--- config.mk ---
export PLATFORM = sky130hd
export DESIGN_NAME = fpu_vector_engine
export DESIGN_NICKNAME = d
export VERILOG_FILES = /design/src/rtl/fpu_vector_engine.sv
export SDC_FILE = /design/constraint.sdc
export NUM_CORES = 1
export LEC_CHECK = 0
export BUFFER_PORTS_ARGS = -buffer_cell sky130_fd_sc_hd__clkbuf_2
export CORE_ASPECT_RATIO = 0.6
export CORE_MARGIN = 3
export CORE_UTILIZATION = 52
export CTS_CLUSTER_DIAMETER = 80
export DETAILED_ROUTE_END_ITERATION = 7
export HOLD_SLACK_MARGIN = 0.12
export PLACE_DENSITY = 0.83
export SETUP_SLACK_MARGIN = 0.15
export SYNTH_ARGS = -nofsm -noshare
export SYNTH_HDL_FRONTEND = slang
export SYNTH_SLANG_ARGS = --single-unit
--- constraint.sdc ---
create_clock -name i_clk -period 2.25 [get_ports i_clk]
set_clock_uncertainty 0.15 [all_clocks]
set_input_delay 0.45 -clock i_clk [delete_from_list [all_inputs] [get_ports i_clk]]
set_output_delay 0.45 -clock i_clk [all_outputs]
set_load 0.03 [all_outputs]
--- src/rtl/fpu_vector_engine.sv ---
// rtl/fpu_vector_engine.sv - on-chip self-check sequencer for the FP add/sub unit
module fpu_vector_engine #(
    parameter int          DATA_WIDTH = 32,
    parameter int          ADDR_WIDTH = 4,
    parameter int          NUM_VEC    = 16,
    parameter int          DUT_LAT    = 0,
    parameter logic [3:0]  COMBO_MASK = 4'hF,
    parameter bit          NAN_EQUAL  = 1'b1
) (
    input  logic                    i_clk,
    input  logic                    i_rst_n,
    input  logic                    i_start,
    input  logic                    i_abort,
    output logic [ADDR_WIDTH-1:0]   o_rom_addr,
    input  logic [DATA_WIDTH-1:0]   i_rom_a,
    input  logic [DATA_WIDTH-1:0]   i_rom_b,
    output logic [ADDR_WIDTH+1:0]   o_exp_addr,
    input  logic [DATA_WIDTH+1:0]   i_exp,
    output logic                    o_add_sub,
    output logic [DATA_WIDTH-1:0]   o_32_a,
    output logic [DATA_WIDTH-1:0]   o_32_b,
    input  logic [DATA_WIDTH-1:0]   i_32_s,
    input  logic                    i_ov_flag,
    input  logic                    i_un_flag,
    output logic                    o_busy,
    output logic                    o_done,
    output logic [ADDR_WIDTH+2:0]   o_pass_cnt,
    output logic [ADDR_WIDTH+2:0]   o_fail_cnt,
    output logic                    o_ff_valid,
    output logic [ADDR_WIDTH+1:0]   o_ff_addr
);

    localparam int CW     = ADDR_WIDTH + 3;
    localparam int LW     = (DUT_LAT > 0) ? $clog2(DUT_LAT + 1) : 1;
    localparam int EXP_W  = (DATA_WIDTH == 64) ? 11 : (DATA_WIDTH == 16) ? 5 : 8;
    localparam int FRAC_W = DATA_WIDTH - 1 - EXP_W;
    localparam logic [ADDR_WIDTH-1:0] LAST_VEC = ADDR_WIDTH'(NUM_VEC - 1);
    localparam logic [LW-1:0]         LAT_LAST = LW'(DUT_LAT);

    typedef enum logic [2:0] {
        S_IDLE, S_FETCH, S_LOAD, S_DRIVE, S_CHECK, S_DONE
    } state_t;

    // Returns {found, combo}: lowest enabled combo, either from 0 or strictly above cur.
    function automatic logic [2:0] next_combo(input logic [1:0] cur, input logic from_zero);
        logic [2:0] r;
        r = 3'b000;
        for (int i = 3; i >= 0; i--) begin
            if (COMBO_MASK[i] && (from_zero || (i > int'(cur)))) begin
                r = {1'b1, 2'(i)};
            end
        end
        return r;
    endfunction

    function automatic logic is_nan(input logic [DATA_WIDTH-1:0] w);
        return (&w[DATA_WIDTH-2 -: EXP_W]) && (|w[FRAC_W-1:0]);
    endfunction

    state_t                  state_q, state_d;
    logic [ADDR_WIDTH-1:0]   vector_q, vector_d;
    logic [1:0]              combo_q, combo_d;
    logic [DATA_WIDTH-1:0]   op_a_q, op_a_d, op_b_q, op_b_d;
    logic [LW-1:0]           lat_q, lat_d;
    logic [CW-1:0]           pass_q, pass_d, fail_q, fail_d;
    logic                    ff_valid_q, ff_valid_d;
    logic [ADDR_WIDTH+1:0]   ff_addr_q, ff_addr_d;
    logic [ADDR_WIDTH-1:0]   rom_addr_q, rom_addr_d;
    logic [ADDR_WIDTH+1:0]   exp_addr_q, exp_addr_d;
    logic                    add_sub_q, add_sub_d;
    logic [DATA_WIDTH-1:0]   out_a_q, out_a_d, out_b_q, out_b_d;

    logic                    busy;
    logic                    load_drive;
    logic                    match;
    logic [2:0]              first_c, nxt_c;
    logic [DATA_WIDTH-1:0]   src_a, src_b;
    logic [DATA_WIDTH+1:0]   got;

    assign busy    = (state_q != S_IDLE) && (state_q != S_DONE);
    assign first_c = next_combo(2'd0, 1'b1);
    assign nxt_c   = next_combo(combo_q, 1'b0);
    // Operand registers are written at the end of LOAD, so the first DRIVE takes ROM data directly.
    assign src_a   = (state_q == S_LOAD) ? i_rom_a : op_a_q;
    assign src_b   = (state_q == S_LOAD) ? i_rom_b : op_b_q;
    assign got     = {i_ov_flag, i_un_flag, i_32_s};
    assign match   = (got == i_exp) ||
                     (NAN_EQUAL && (got[DATA_WIDTH+1:DATA_WIDTH] == i_exp[DATA_WIDTH+1:DATA_WIDTH]) &&
                      is_nan(i_32_s) && is_nan(i_exp[DATA_WIDTH-1:0]));

    always_comb begin
        state_d    = state_q;
        vector_d   = vector_q;
        combo_d    = combo_q;
        op_a_d     = op_a_q;
        op_b_d     = op_b_q;
        lat_d      = lat_q;
        pass_d     = pass_q;
        fail_d     = fail_q;
        ff_valid_d = ff_valid_q;
        ff_addr_d  = ff_addr_q;
        rom_addr_d = rom_addr_q;
        exp_addr_d = exp_addr_q;
        add_sub_d  = add_sub_q;
        out_a_d    = out_a_q;
        out_b_d    = out_b_q;
        load_drive = 1'b0;

        if (busy && i_abort) begin
            state_d = S_IDLE;
        end else begin
            case (state_q)
                S_IDLE: begin
                    if (i_start) begin
                        pass_d     = '0;
                        fail_d     = '0;
                        ff_valid_d = 1'b0;
                        ff_addr_d  = '0;
                        vector_d   = '0;
                        combo_d    = '0;
                        rom_addr_d = '0;
                        state_d    = first_c[2] ? S_FETCH : S_DONE;
                    end
                end
                S_FETCH: begin
                    state_d = S_LOAD;
                end
                S_LOAD: begin
                    op_a_d     = i_rom_a;
                    op_b_d     = i_rom_b;
                    combo_d    = first_c[1:0];
                    state_d    = S_DRIVE;
                    load_drive = 1'b1;
                end
                S_DRIVE: begin
                    if (lat_q == LAT_LAST) begin
                        lat_d   = '0;
                        state_d = S_CHECK;
                    end else begin
                        lat_d = lat_q + 1'b1;
                    end
                end
                S_CHECK: begin
                    if (match) begin
                        if (pass_q != {CW{1'b1}}) pass_d = pass_q + 1'b1;
                    end else begin
                        if (fail_q != {CW{1'b1}}) fail_d = fail_q + 1'b1;
                        if (!ff_valid_q) begin
                            ff_valid_d = 1'b1;
                            ff_addr_d  = {vector_q, combo_q};
                        end
                    end
                    if (nxt_c[2]) begin
                        combo_d    = nxt_c[1:0];
                        state_d    = S_DRIVE;
                        load_drive = 1'b1;
                    end else if (vector_q == LAST_VEC) begin
                        state_d = S_DONE;
                    end else begin
                        vector_d   = vector_q + 1'b1;
                        rom_addr_d = vector_q + 1'b1;
                        state_d    = S_FETCH;
                    end
                end
                S_DONE: begin
                    state_d = S_IDLE;
                end
                default: begin
                    state_d = S_IDLE;
                end
            endcase
        end

        // FPU-facing outputs change only on DRIVE entry and then hold through CHECK.
        if (load_drive) begin
            add_sub_d  = combo_d[1];
            out_a_d    = combo_d[0] ? src_b : src_a;
            out_b_d    = combo_d[0] ? src_a : src_b;
            exp_addr_d = {vector_q, combo_d};
            lat_d      = '0;
        end
    end

    always_ff @(posedge i_clk) begin
        if (!i_rst_n) begin
            state_q    <= S_IDLE;
            vector_q   <= '0;
            combo_q    <= '0;
            op_a_q     <= '0;
            op_b_q     <= '0;
            lat_q      <= '0;
            pass_q     <= '0;
            fail_q     <= '0;
            ff_valid_q <= 1'b0;
            ff_addr_q  <= '0;
            rom_addr_q <= '0;
            exp_addr_q <= '0;
            add_sub_q  <= 1'b0;
            out_a_q    <= '0;
            out_b_q    <= '0;
        end else begin
            state_q    <= state_d;
            vector_q   <= vector_d;
            combo_q    <= combo_d;
            op_a_q     <= op_a_d;
            op_b_q     <= op_b_d;
            lat_q      <= lat_d;
            pass_q     <= pass_d;
            fail_q     <= fail_d;
            ff_valid_q <= ff_valid_d;
            ff_addr_q  <= ff_addr_d;
            rom_addr_q <= rom_addr_d;
            exp_addr_q <= exp_addr_d;
            add_sub_q  <= add_sub_d;
            out_a_q    <= out_a_d;
            out_b_q    <= out_b_d;
        end
    end

    assign o_rom_addr = rom_addr_q;
    assign o_exp_addr = exp_addr_q;
    assign o_add_sub  = add_sub_q;
    assign o_32_a     = out_a_q;
    assign o_32_b     = out_b_q;
    assign o_busy     = busy;
    assign o_done     = (state_q == S_DONE);
    assign o_pass_cnt = pass_q;
    assign o_fail_cnt = fail_q;
    assign o_ff_valid = ff_valid_q;
    assign o_ff_addr  = ff_addr_q;

endmodule

Word-level counts from Yosys, hierarchy flattened --
Cells that the tools add are included.
Storage, ports and cells: register bits 166, latch bits 0, memory bits (writable) 0, memory bits (read-only) 0, input port bits 136, output and inout port bits 98, memories kept 0
Operators by class: $add $sub $neg 4, $mul 0, divide/modulo/power cells 0, $lt $le $gt $ge 3, eq/ne operators 20, shift-type cells 0, multiplexer cells 38, bitwise logic cells 2, reductions and logical operators 23
Operator list (number):
- $mux 32 | 4
- $reduce_or 23->1 | 2
- $mux 7 | 5
- $eq 34x34->1 | 1
- $pmux 7 s2 | 2
- $mux 3 | 7
- $reduce_and 5->1 | 4
- $mux 6 | 3
- $ne 2x2->1 const B | 9
- $reduce_and 8->1 | 2
- $pmux 3 s5 | 1
- $add 7x1->7 const B | 2
- $ne 7x7->1 const B | 2
- $mux 4 | 3
- $pmux 6 s2 | 1
- $pmux 4 s2 | 1
- $eq 3x2->1 const B | 2
- $eq 3x3->1 const B | 2
- $logic_and 1x1->1 | 6
- $mux 2 | 3
- $pmux 2 s3 | 1
- $mux 1 | 5
- $add 4x1->4 const B | 1
- $eq 4x4->1 const B | 1
- other kinds (15) | 20

Logic depth before layout (Yosys ltp) --
Gate-level depths: netlist of the first run.
depth after elaboration 8, gate-level depth with buffers 10, depth with buffers taken out 7

Worst setup path before layout of the first run --
Ideal clock, no wire load.
kind input to register, from in i_32_s[17], to reg pass_q[5] (netlist: o_pass_cnt[5]), library setup time 0.085 ns, arrival time 1.911 ns, path slack 0.104 ns, stages on the path 7, path buffers 0, cell sequence xor2_1 > nor4_1 > nand4_1 > o22ai_4 > nand2_2 > or3_4 > o31ai_2
Between the ends: cells in the longest elaborated chain, start to end 7, elaborated cells on any way between the ends 8
RTL lines:
- from (decl) | RTL line 22 | input logic [DATA_WIDTH-1:0] i_32_s,
- $reduce_or 23->1 | RTL line 57 | return (&w[DATA_WIDTH-2 -: EXP_W]) && (|w[FRAC_W-1:0]);
- $logic_and 1x1->1 | RTL line 57
- $logic_and 1x1->1 | RTL line 88 | (NAN_EQUAL && (got[DATA_WIDTH+1:DATA_WIDTH] == i_exp[DATA_WIDTH+1:DATA_WIDTH]) &&
- $logic_and 1x1->1 | RTL line 89 | is_nan(i_32_s) && is_nan(i_exp[DATA_WIDTH-1:0]));
- $logic_or 1x1->1 * | RTL line 87 | assign match = (got == i_exp) ||
- $ne 2x2->1 (no line) *
- $reduce_and 5->1 (no line) *
- to (signal assigned) | RTL line 208 | pass_q <= pass_d;
- to (decl) | RTL line 65 | logic [CW-1:0] pass_q, pass_d, fail_q, fail_d;
Every way passes the cells marked *; elsewhere a longest branch is shown, timed or not. A chain may end at the register's enable or synchronous reset.

Worst setup path in the final report of the first run --
from in i_32_s[16], to reg pass_q[5] (netlist: o_pass_cnt[5])
Same word-level chain as after synthesis.

==> metrics.md, run 1 <==
| Metric | Value |
|---|---|
| DP Cell Count | about 1,300 |
| Status | finished clean |
| P&R area growth vs syn | 31.7% |
| Min cycle time layout | 2.09 ns |
| Boundary Pins | around 230 |
| Initial Utilization | 53.6% |
| Slew headroom | between 60% and 70% |
| H-tree Lvls | 4 |
| Worst Path Max Fanout | 5 |
| WP buf/inv | 2 |
| Root Driver | clkbuf_16 |
| Worst-case reg-to-reg path depth | 7 |
| Final Worst Setup Slack | between 0.15 and 0.2 ns |
| Detail Placement HPWL | between 15,000 and 20,000 um |
| Pwr Density | slightly below 700 nW/um^2 |
| Fin cells | about 1,400 |
| Placed Area | 9460 sq um |
| Hold wc startpoint | o_32_a[11] |
| Dpl ws | -0.286 ns |
| Antenna fix cells | 0 |
| Final Instance Area | approximately 10,000 sq um |
| Tcrit/Tclk final | between 90% and 100% |
| Top achievable clock speed | 479 MHz |
| # rows | 34 |
| Worst Setup SP | i_32_s[16] |
| Final Max Slew Viols | 0 |
| Worst path depth | 9 |
| Die Wd | approximately 160 um |
| Dominant register cell in the synthesized netlist | dfxtp_1 |
| Mapped Cells | between 900 and 1,000 |
| DR pass1 iterations | 5 |
| Total GRT Usage | between 20 and 30% |
| Number of synthesized register bits | around 160 |
| CP startpoint kind | input port |
| Synthesized area | 7840 sq um |
| Final hold vios | 0 |
| Critical-path top delay cell | or3_4 |
| Vias per cell | around 5.5 |
| Unrepaired setup endpoints after global routing | true |
| Largest cells by area after synthesis | dfxtp_1 (42%), mux2i_1 (17%), nand2_1 (7.6%) |
| Kind of critical path | input port to register |
| Clock Sinks | 164 |
| Worst Hold Class | register to register |
| RD Place Congestion | 1.00 |
| Vias post-DR | around 7,500 |
| Hold buffers post-CTS | 0 |
| CTS tree | built |
| Hold Path Stages | 2 |
| WL/cell | approximately 17 um |
| Leak Pwr | roughly 4.1 nW |
| Top-area cell type share of the netlist area | 41.9% |
| Nets | approximately 1,300 |
| Initial antenna violation count | 0 |
| Worst vdd ir | about 510 uV |
| Worst reg2reg setup slack | approximately 0.22 ns |
| Cell taking the most area after synthesis | dfxtp_1 |
| Post-synthesis area per instance | 8.64 sq um |
| Worst path arrival time | about 2.3 ns |
| Final setup TNS | 0 ns |
| Initial DRC count | roughly 560 |
| Post-synth EDFFs | 0 |
| Ys async rst share | 0% |
| Detail Route Antenna Nets | 0 |
| CORE AREA | approximately 15,000 sq um |
| Reg2reg start | state_q[1] |
| WP data required | around 2.5 ns |
| Total die area | 16,600 sq um |
| Clk pin slew, worst setup/hold paths | roughly 0.080 ns |
| Worst-Margin Slew | around 0.47 ns |
| Syn Nets | roughly 1,000 |
| Number of global-route vias before repair | between 7,000 and 8,000 |
| DRC viols | 0 |
| Max Cap Viol | 0 |
| Cell Chain, Critical Path | clkbuf_2 -> xor2_1 -> nor4_1 -> buf_4 -> nand4_1 -> o22ai_4 -> nand2_2 -> or3_4 -> o31ai_2 |
| Final wirelength | 23,500 um |
| Synth cell types | 50 |
| Critical Path End Type | register |
| Layout cells sized above 1 | between 30% and 40% |
| Later-pin clock latency in the skew report | ~0.42 ns |
| Setup Viol. Count Final | 0 |
| Family with the most delay on the worst path | simple AND/OR/NAND/NOR gates |
| Register area share after synthesis | a little over two fifths |
| First-pass GRT wire length | 36,300 um |
| Total gr overflow | 0 |
| Inserted Clock Buffers | 17 |
| Clock Path Buffers | 2 |
| Largest net degree at the start of global routing | 85 |
| Die H | around 100 um |
| Max stage delay on crit path | between 0.4 and 0.5 ns |
| Yosys warnings | 0 |
| I/O Buffers | 233 |
## per-layer routing
metal | vias up | GRT usage, % | routed length (um)
li1 | 3700 | - | -
met1 | 3516 | 39.8 | 11200
met2 | 224 | 41.4 | 10600
met3 | 16 | 6.49 | 1570
met4 | 0 | 5.99 | 165
met5 | - | 0 | 0
## layout by cell type, fill, tap and decap left out, types with 7 or more instances in the layout
master	count
clkbuf_2	233
dfxtp_1	161
nand2_1	156
mux2i_1	123
nor2_1	88
a21oi_1	75
a211oi_1	64
buf_4	37
xor2_1	36
clkbuf_16	20
nor4_1	15
nand4_1	11
o21ai_1	9
buf_12	9
nand3_1	7
## worst min-delay path, cell delays in order (launching register included)
cell and delay (ns):
dfxtp_1 0.31, nand2_1 0.05, a21oi_1 0.05
## synthesized netlist by cell type, drive strengths merged (4+ instances only)
library cell  number
nand4             11
a211oi            65
mux2i            130
o21a               4
nand2b             7
buf               28
nor4              20
a32o               6
dfxtp            164
nor2              91
nand3              7
nor3               5
nand2            159
xor2              36
o21ai             18
a31oi              6
clkbuf            38
a21oi             75
o22ai              4
## cell families (layout without fill, tap and decap cells)
| group | count (synthesis) | in the layout | share of synthesized area, % |
|---|---|---|---|
| fa+ha+maj | 3 | 3 | 0.479 |
| buf+inv | 69 | 320 | 3.94 |
| xor+xnor | 37 | 37 | 4.13 |
| compound gates | 192 | 192 | 16.0 |
| flops | 164 | 164 | 41.9 |
| simple gates | 312 | 312 | 17.0 |
| mux | 130 | 130 | 16.6 |
## cell type report
class | count | area [sq um]
multi-input cells | 674 | 4400
fillers | 1192 | 4310
flip-flops and latches | 164 | 3290
repair buffers | 285 | 1770
clock buffers | 17 | 425
well taps | 198 | 248
clock inverters | 15 | 184
inverters | 3 | 13.8
## power breakdown
group | switching, W | total, W | leakage (nW) | internal (W)
clock network | 0.00137 | 0.00297 | 0.299 | 0.00160
logic | 0.000605 | 0.00103 | 2.47 | 0.000428
registers | 0.0000799 | 0.00311 | 1.33 | 0.00303
total | 0.00206 | 0.00712 | 4.10 | 0.00506
## state kept, by name, indices dropped and copies added (netlist names)
register and count:
o_fail_cnt 7, state_q 3, o_rom_addr 4, op_a_q 32, combo_q 2, o_pass_cnt 7, o_exp_addr 6, o_32_b 32
o_32_a 32, o_ff_valid 1, o_ff_addr 6, op_b_q 32
## path summary, 6_finish.rpt
kind / end
max: o_pass_cnt[5]
min: o_32_a[11]
max reg2reg: o_32_a[18]
min reg2reg: o_32_a[11]
## stage by stage
stage / utilization (%) / hold slack, ns / power, W
floorplan: - / 0.327 / 0.00377
detailed placement: 64.7 / 0.293 / 0.00414
finish: 70.6 / 0.303 / 0.00712
global placement: 64.7 / 0.288 / 0.00412
CTS: 69.3 / 0.273 / 0.00712
global route: 70.6 / 0.297 / 0.00740
## what timing repair did
| item | CTS | global route |
|---|---|---|
| setup buffers | 0 | 2 |
| pin swaps | 0 | 7 |
| gates resized for setup | 9 | 22 |
| cloned | 1 | 3 |
| setup endpoints to repair | 74 | 87 |
Power figures use the tool's default switching activity.
==> run 2: changes to the inputs <==
Settings changed: CORE_UTILIZATION 52 to 54, CTS_BUF_LIST set to sky130_fd_sc_hd__clkbuf_8, PLACE_DENSITY 0.83 to 0.86.
==> run 2 against run 1 <==
  * Non-clock buffer count rose by 5
  * Cell area fell by 1.3%
  * Largest cell class unchanged
  * Via count rose by 1.7%
  * Setup slack got worse by 0.026 ns
  * Register-to-register slack got worse by 0.03 ns
  * Largest power group unchanged
  * Hold slack got worse by 0.039 ns
  * Critical endpoint unchanged
  * Sequential power barely moved
  * Critical path depth did not move
  * Wire length fell by 0.69%
  * Critical path type unchanged
  * Fmax fell by 1.2%
  * Global-route usage rose by 0.26 points
==> metrics.md, run 2 (same netlist as run 1, synthesis figures left out) <==
| Metric | Value |
|---|---|
| Top achievable clock speed | 473 MHz (-1.2%) |
| Boundary Pins | 234 (unchanged) |
| Post-layout util | 73.2% (+2.7 points) |
| Final Max Slew Viols | 0 (unchanged) |
| Number of global-route vias before repair | 7,130 (+0.95%) |
| Worst-Margin Slew | 0.520 ns (+0.0500 ns) |
| Root Driver | clkbuf_8 |
| Worst vdd ir | 361 uV (-29%) |
| Clock Sinks | 164 (unchanged) |
| I/O Buffers | 233 (unchanged) |
| Critical-path top delay cell | or3_4 |
| Critical Path End Type | register |
| Vias per cell | 5.60 (+1.8%) |
| Layout cells sized above 1 | 30.8% (+0.30 points) |
| Final Instance Area | 10,200 sq um (-1.3%) |
| Worst reg2reg setup slack | 0.19 ns (-0.03 ns) |
| Kind of critical path | input port to register |
| Clk pin slew, worst setup/hold paths | 0.11 ns (+0.03 ns) |
| Placed Area | 9520 sq um (+0.56%) |
| Total gr overflow | 0 (unchanged) |
| Inserted Clock Buffers | 17 (unchanged) |
| Final wirelength | 23,400 um (-0.69%) |
| Fin cells | 1,355 (-0.074%) |
| WL/cell | 17.3 um (-0.62%) |
| DP Cell Count | 1,315 (-0.23%) |
| Family with the most delay on the worst path | simple AND/OR/NAND/NOR gates |
| Worst Path Max Fanout | 5 (unchanged) |
| Nets | 1,289 (+0.39%) |
| Status | finished clean |
| Die Wd | 162 um (-1.8%) |
| H-tree Lvls | 4 (unchanged) |
| Slew headroom | 65.2% (-3.5 points) |
| WP buf/inv | 2 (unchanged) |
| Hold wc startpoint | i_rom_b[17] |
| Initial antenna violation count | 0 (unchanged) |
| Largest net degree at the start of global routing | 65 (-24%) |
| Unrepaired setup endpoints after global routing | true |
| Initial DRC count | 604 (+7.1%) |
| Total die area | 16,000 sq um (-3.5%) |
| Worst-case reg-to-reg path depth | 8 (+1) |
| P&R area growth vs syn | 30.0% |
| Pwr Density | 616 nW/um^2 (-11%) |
| RD Place Congestion | 0.934 (-6.6%) |
| Hold buffers post-CTS | 0 (unchanged) |
| Total GRT Usage | 27.6% (+0.26 points) |
| Max Cap Viol | 0 (unchanged) |
| Detail Route Antenna Nets | 0 (unchanged) |
| Hold Path Stages | 3 (+1) |
| Reg2reg start | state_q[1] |
| Worst path arrival time | 2.35 ns (+0.06 ns) |
| # rows | 33 (-2.9%) |
| CP startpoint kind | input port |
| First-pass GRT wire length | 35,900 um (-0.91%) |
| Tcrit/Tclk final | 93.9% (+1.1 points) |
| Later-pin clock latency in the skew report | 0.46 ns (+0.04 ns) |
| Die H | 99.3 um (-1.8%) |
| Commonest non-fill, non-tap cell in the layout | clkbuf_2 |
| Worst Setup SP | i_32_s[20] |
| CORE AREA | 13,900 sq um (-4.9%) |
| CTS tree | built |
| WHS Endpoint | op_b_q[17] |
| Final hold vios | 0 (unchanged) |
| Fillers | 1,046 (-12%) |
| Clock Path Buffers | 2 (unchanged) |
| Worst r2r dst | o_32_b[15] |
| Min cycle time layout | 2.11 ns (+0.0257 ns) |
| Detail Placement HPWL | 16,200 um (+0.51%) |
| Leak Pwr | 4.04 nW (-1.5%) |
| Setup Viol. Count Final | 0 (unchanged) |
| WP data required | 2.49 ns (+0.04 ns) |
| DR pass1 iterations | 6 (+1) |
| Vias post-DR | 7,586 (+1.7%) |
| Final setup TNS | 0 ns (unchanged) |
| Antenna fix cells | 0 (unchanged) |
| Commonest cells after routing, fill and taps aside | clkbuf_2 (230), dfxtp_1 (161), nand2_1 (156) |
| Worst Hold Class | input port to register |
| Initial Utilization | 56.3% (+2.8 points) |
| Cell Chain, Critical Path | clkbuf_2 -> xor2_1 -> nor4_4 -> nand4_1 -> o22ai_4 -> buf_6 -> nand2_4 -> or3_4 -> o31ai_2 |
| Max stage delay on crit path | 0.39 ns (-0.02 ns) |
| DRC viols | 0 (unchanged) |
==> run 2: cell count changes in the layout (fill, tap and decap cells not counted), moves of 3 or more <==
cell,change
mux2i_1,+7
clkbuf_2,-3
clkbuf_8,+17
inv_8,+3
buf_4,+3
clkbuf_16,-17
mux2i_2,-6
buf_6,+3
buf_12,+3
==> run 2: where the power goes <==
group / switching [W] / total [W] / internal [W] / leakage [nW]
Clock: 0.00129 / 0.00212 / 0.000834 / 0.197
Combinational: 0.000614 / 0.00105 / 0.000434 / 2.51
Sequential: 0.0000762 / 0.00311 / 0.00303 / 1.33
==> run 2: metrics by stage <==
| step | hold slack (ns) | total power (W) | worst slack [ns] |
|---|---|---|---|
| finish | 0.264 | 0.00628 | 0.137 |
| global placement | 0.287 | 0.00412 | -0.329 |
| detailed placement | 0.294 | 0.00415 | -0.372 |
| global route | 0.271 | 0.00652 | 0.0886 |
| CTS | 0.225 | 0.00623 | 0.154 |
| floorplan | 0.327 | 0.00377 | 0.104 |
==> run 2: final cells by class <==
class                      count  area [sq um]  area share (%)
multi-input combinational    674          4430            43.5
timing repair buffer         290          1830            17.9
clock buffer                  17           234            2.30
inverter                       3          13.8           0.135
sequential                   164          3290            32.3
tap                          192           240            2.36
clock inverter                15           154            1.51
==> run 2: routing by layer <==
metal | GRT usage [%] | routed length [um]
met1 | 39.0 | 10600
met2 | 42.3 | 10500
met3 | 6.74 | 1900
met4 | 7.67 | 298
met5 | 0 | 0
==> run 2: worst max path at each step <==
stage / endpoint / slack (ns) / depth (start not counted)
after floorplan: o_pass_cnt[5] / 0.10 / 7
after global placement: o_pass_cnt[5] / -0.33 / 9
after detailed placement: o_pass_cnt[5] / -0.37 / 9
after CTS: o_pass_cnt[5] / 0.15 / 9
after global routing: o_pass_cnt[5] / 0.09 / 9
final: o_pass_cnt[5] / 0.14 / 9
==> run 2: what timing repair did <==
| item | in CTS | in global routing |
|---|---|---|
| hold endpoints to repair | 0 | 0 |
| cloned | 0 | 3 |
| buffers inserted | 0 | 5 |
| setup endpoints to repair | 45 | 77 |
| pin swaps | 1 | 17 |
| gates resized for setup | 3 | 39 |
==> run 2: worst register-to-register path, delay by kind of cell (launching register included) <==
kind / cells / cell delay (ns)
flops: 1 / 0.40
buf+inv: 1 / 0.23
mux: 1 / 0.19
compound gates: 2 / 0.51
simple gates: 4 / 0.51
==> run 3: changes to the inputs <==
Settings changed: ABC_AREA set to 1, CORE_UTILIZATION 54 to 55, SLEW_MARGIN set to 10.
==> run 3 against run 2 <==
  * Cell count increased by 26%
  * Power increased by 48%
  * Core utilization decreased by 0.46 points
  * Flip-flop and latch count unchanged
  * Clock power increased by 5%
  * Critical path type is now register to register
  * Largest cell class unchanged
  * Highest routed layer unchanged
==> metrics.md, run 3 <==
| Metric | Value |
|---|---|
| Post-synthesis area per instance | 6.67 sq um (-23%) |
| DRC viols | 0 (unchanged) |
| Die Wd | 167 um (+3.2%) |
| Final hold vios | 0 (unchanged) |
| Inserted Clock Buffers | 17 (unchanged) |
| Pint | 0.00553 W (+29%) |
| Yosys warnings | 0 (unchanged) |
| CP startpoint kind | register |
| Worst reg2reg setup slack | 0.16 ns (-0.03 ns) |
| Clock power frac | 24.0% (-9.8 points) |
| Most common cell in the netlist | nand2_1 |
| CORE AREA | 14,800 sq um (+6.4%) |
| Tcrit/Tclk final | 92.7% (-1.2 points) |
| WHS Endpoint | op_b_q[4] |
| Slew headroom | 63.9% (-1.3 points) |
| Min cycle time layout | 2.09 ns (-0.0274 ns) |
| Worst vdd ir | 507 uV (+41%) |
| Top-area cell type share of the netlist area | 38.5% (-3.3 points) |
| Setup Viol. Count Final | 0 (unchanged) |
| P&R area growth vs syn | 26.5% |
| CTS tree | built |
| Switching power share of the total | 40.5% (+9.0 points) |
| Detail Placement HPWL | 17,200 um (+6.2%) |
| Largest net degree at the start of global routing | 81 (+25%) |
| Initial Utilization | 57.5% (+1.2 points) |
| Final wirelength | 27,800 um (+19%) |
| Register area | 3290 sq um (about the same) |
| Initial DRC count | 1,155 (+91%) |
| Max Cap Viol | 0 (unchanged) |
| WP data required | 2.45 ns (-0.04 ns) |
| First-pass GRT wire length | 40,300 um (+12%) |
| Vias per cell | 5.78 (+3.3%) |
| Unrepaired setup endpoints after global routing | true |
| Layout cells sized above 1 | 26.8% (-4.0 points) |
| Final setup TNS | 0 ns (unchanged) |
| Clock Path Buffers | 2 (unchanged) |
| Register area share after synthesis | 38.5% (-3.3 points) |
| Status | finished clean |
| Commonest cells after routing, fill and taps aside | nand2_1 (375), clkbuf_2 (232), nand3_1 (166) |
| Reg2reg start | state_q[0] |
| Total gr overflow | 0 (unchanged) |
| WL/cell | 16.3 um (-5.7%) |
| Synth cell types | 33 (-34%) |
| Sw Pwr | 0.00377 W (+91%) |
| Top achievable clock speed | 479 MHz (+1.3%) |
| H-tree Lvls | 4 (unchanged) |
| Commonest non-fill, non-tap cell in the layout | nand2_1 |
| Cell taking the most area after synthesis | dfxtp_1 |
| Leak Pwr | 5.30 nW (+31%) |
| Ys async rst share | 0% (unchanged) |
| Synth cell count leaders | nand2_1 (384), nand3_1 (168), dfxtp_1 (164) |
| Total GRT Usage | 28.1% (+0.57 points) |
| Number of global-route vias before repair | 8,321 (+17%) |
| Syn Nets | 1,417 (+35%) |
| Worst path arrival time | 2.29 ns (-0.06 ns) |
| Initial antenna violation count | 0 (unchanged) |
| Dominant register cell in the synthesized netlist | dfxtp_1 |
| # rows | 34 (+3.0%) |
| Worst Hold Class | input port to register |
| Pwr Density | 863 nW/um^2 (+40%) |
| Clock Sinks | 164 (unchanged) |
| Worst-case reg-to-reg path depth | 12 (+4) |
| Clk pin slew, worst setup/hold paths | 0.10 ns (about the same) |
| Number of synthesized register bits | 164 (unchanged) |
| DR pass1 iterations | 7 (+1) |
| Hold wc startpoint | i_rom_b[4] |
| Root Driver | clkbuf_8 |
| RD Place Congestion | 0.916 (-1.9%) |
| Final Max Slew Viols | 0 (unchanged) |
| Detail Route Antenna Nets | 0 (unchanged) |
| Critical Path End Type | register |
| Vias post-DR | 9,875 (+30%) |
| Multi-input combinational cell area | 4420 sq um (-0.31%) |
| Nets | 1,636 (+27%) |
| Largest cells by area after synthesis | dfxtp_1 (39%), nand2_1 (17%), nand3_1 (9.9%) |
| Synthesized area | 8520 sq um (+8.7%) |
| I/O Buffers | 233 (unchanged) |
| Hold Path Stages | 3 (unchanged) |
| Boundary Pins | 234 (unchanged) |
| Mapped Cells | 1,278 (+41%) |
| Hold_ws | 0.134 ns (-0.130 ns) |
| Gate power share | 36.3% (+20 points) |
| Worst-Margin Slew | 0.541 ns (+0.0206 ns) |
| Die H | 102 um (+3.1%) |
| Worst Path Max Fanout | 8 (+3) |
| Kind of critical path | register to register |
| Later-pin clock latency in the skew report | 0.45 ns (about the same) |
| Antenna fix cells | 0 (unchanged) |
| Fillers | 1,210 (+16%) |
| Total die area | 17,100 sq um (+6.4%) |
| Post-synth EDFFs | 0 (unchanged) |
| Flop pwr share | 39.8% (-9.7 points) |
| Worst r2r dst | o_32_a[0] |
-- run 3: cell types whose count changed in the layout (fill, tap and decap cells not counted), moves of 65 or more --
| cell | delta |
|---|---|
| nand2_1 | +219 |
| nand3_1 | +159 |
| o211ai_1 | +65 |
| mux2i_1 | -130 |
| inv_1 | +65 |
| o21ai_0 | +66 |
-- run 3: metrics by stage --
| step | setup slack, ns | std cells | instance area (sq um) | util (%) | total power (W) |
|---|---|---|---|---|---|
| after floorplan | 0.245 | 1278 | 8520 | - | 0.00597 |
| after global placement | 0.0974 | 1646 | 9800 | 66.2 | 0.00676 |
| after detailed placement | 0.0331 | 1646 | 9800 | 66.2 | 0.00686 |
| after CTS | 0.137 | 1680 | 10200 | 69.2 | 0.00906 |
| after global routing | 0.0248 | 1708 | 10800 | 72.8 | 0.00984 |
| final | 0.164 | 1708 | 10800 | 72.8 | 0.00930 |
-- run 3: layout make-up --
cell class	instances	share of cell area (%)
Timing Repair inverter	2	0.139
Sequential cell	164	30.6
Clock inverter	15	1.60
Clock buffer	17	2.17
Tap cell	198	2.30
Multi-Input combinational cell	901	41.0
Timing Repair Buffer	284	17.7
Inverter	127	4.59
-- run 3: repair_timing --
| action | CTS | global route |
|---|---|---|
| endpoints found under the setup margin | 23 | 133 |
| pin swaps | 0 | 4 |
| cloned | 0 | 21 |
| hold buffers | 2 | 0 |
| gates resized for setup | 2 | 33 |
| buffers inserted | 0 | 7 |
| endpoints found under the hold margin | 2 | 0 |
-- run 3: how the worst max path moves through the flow --
stage | endpoint | start | cells after the start | slack (ns)
after floorplan | o_pass_cnt[0] | o_pass_cnt[0] | 11 | 0.25
after global placement | o_fail_cnt[3] | i_32_s[2] | 13 | 0.1
after detailed placement | o_fail_cnt[1] | i_32_s[3] | 11 | 0.03
after CTS | o_fail_cnt[1] | state_q[0] | 11 | 0.14
after global routing | o_32_a[0] | state_q[0] | 16 | 0.02
final | o_32_a[0] | state_q[0] | 12 | 0.16
-- run 3: per-layer routing --
metal	share of wire (%)	vias up	global-route usage, %
li1	-	4678	-
met1	42	4511	40.3
met2	43	621	42.8
met3	13	65	7.73
met4	1.9	0	6.21
met5	0	-	0
-- run 3: cell families after synthesis --
family | after synthesis | synth area share, %
adder cells (fa/ha/maj) | 3 | 0.441
XOR/XNOR | 20 | 2.06
buffers and inverters | 214 | 10.7
flip-flops | 164 | 38.5
AO/OA/AOI/OAI | 234 | 16.8
AND/OR/NAND/NOR | 643 | 31.5
-- run 3: critical path, cell delays in order (launching register included) --
cell and delay, ns:
dfxtp_4 0.39, nor2_4 0.16, nand2_2 0.07, or2_4 0.26, nand2_4 0.11, nand2_8 0.08, nand2_8 0.15, clkinv_8 0.12
clkbuf_16 0.18, nand2_1 0.06, nand3_1 0.08, o211ai_1 0.12, inv_2 0.04
-- run 3: power by group through the flow --
stage | sequential [W] | combinational, W | clock [W]
final | 0.00370 | 0.00337 | 0.00223
after global routing | 0.00375 | 0.00372 | 0.00237
after CTS | 0.00368 | 0.00315 | 0.00223
after detailed placement | 0.00373 | 0.00313 | 0
after global placement | 0.00372 | 0.00304 | 0
after floorplan | 0.00416 | 0.00181 | 0
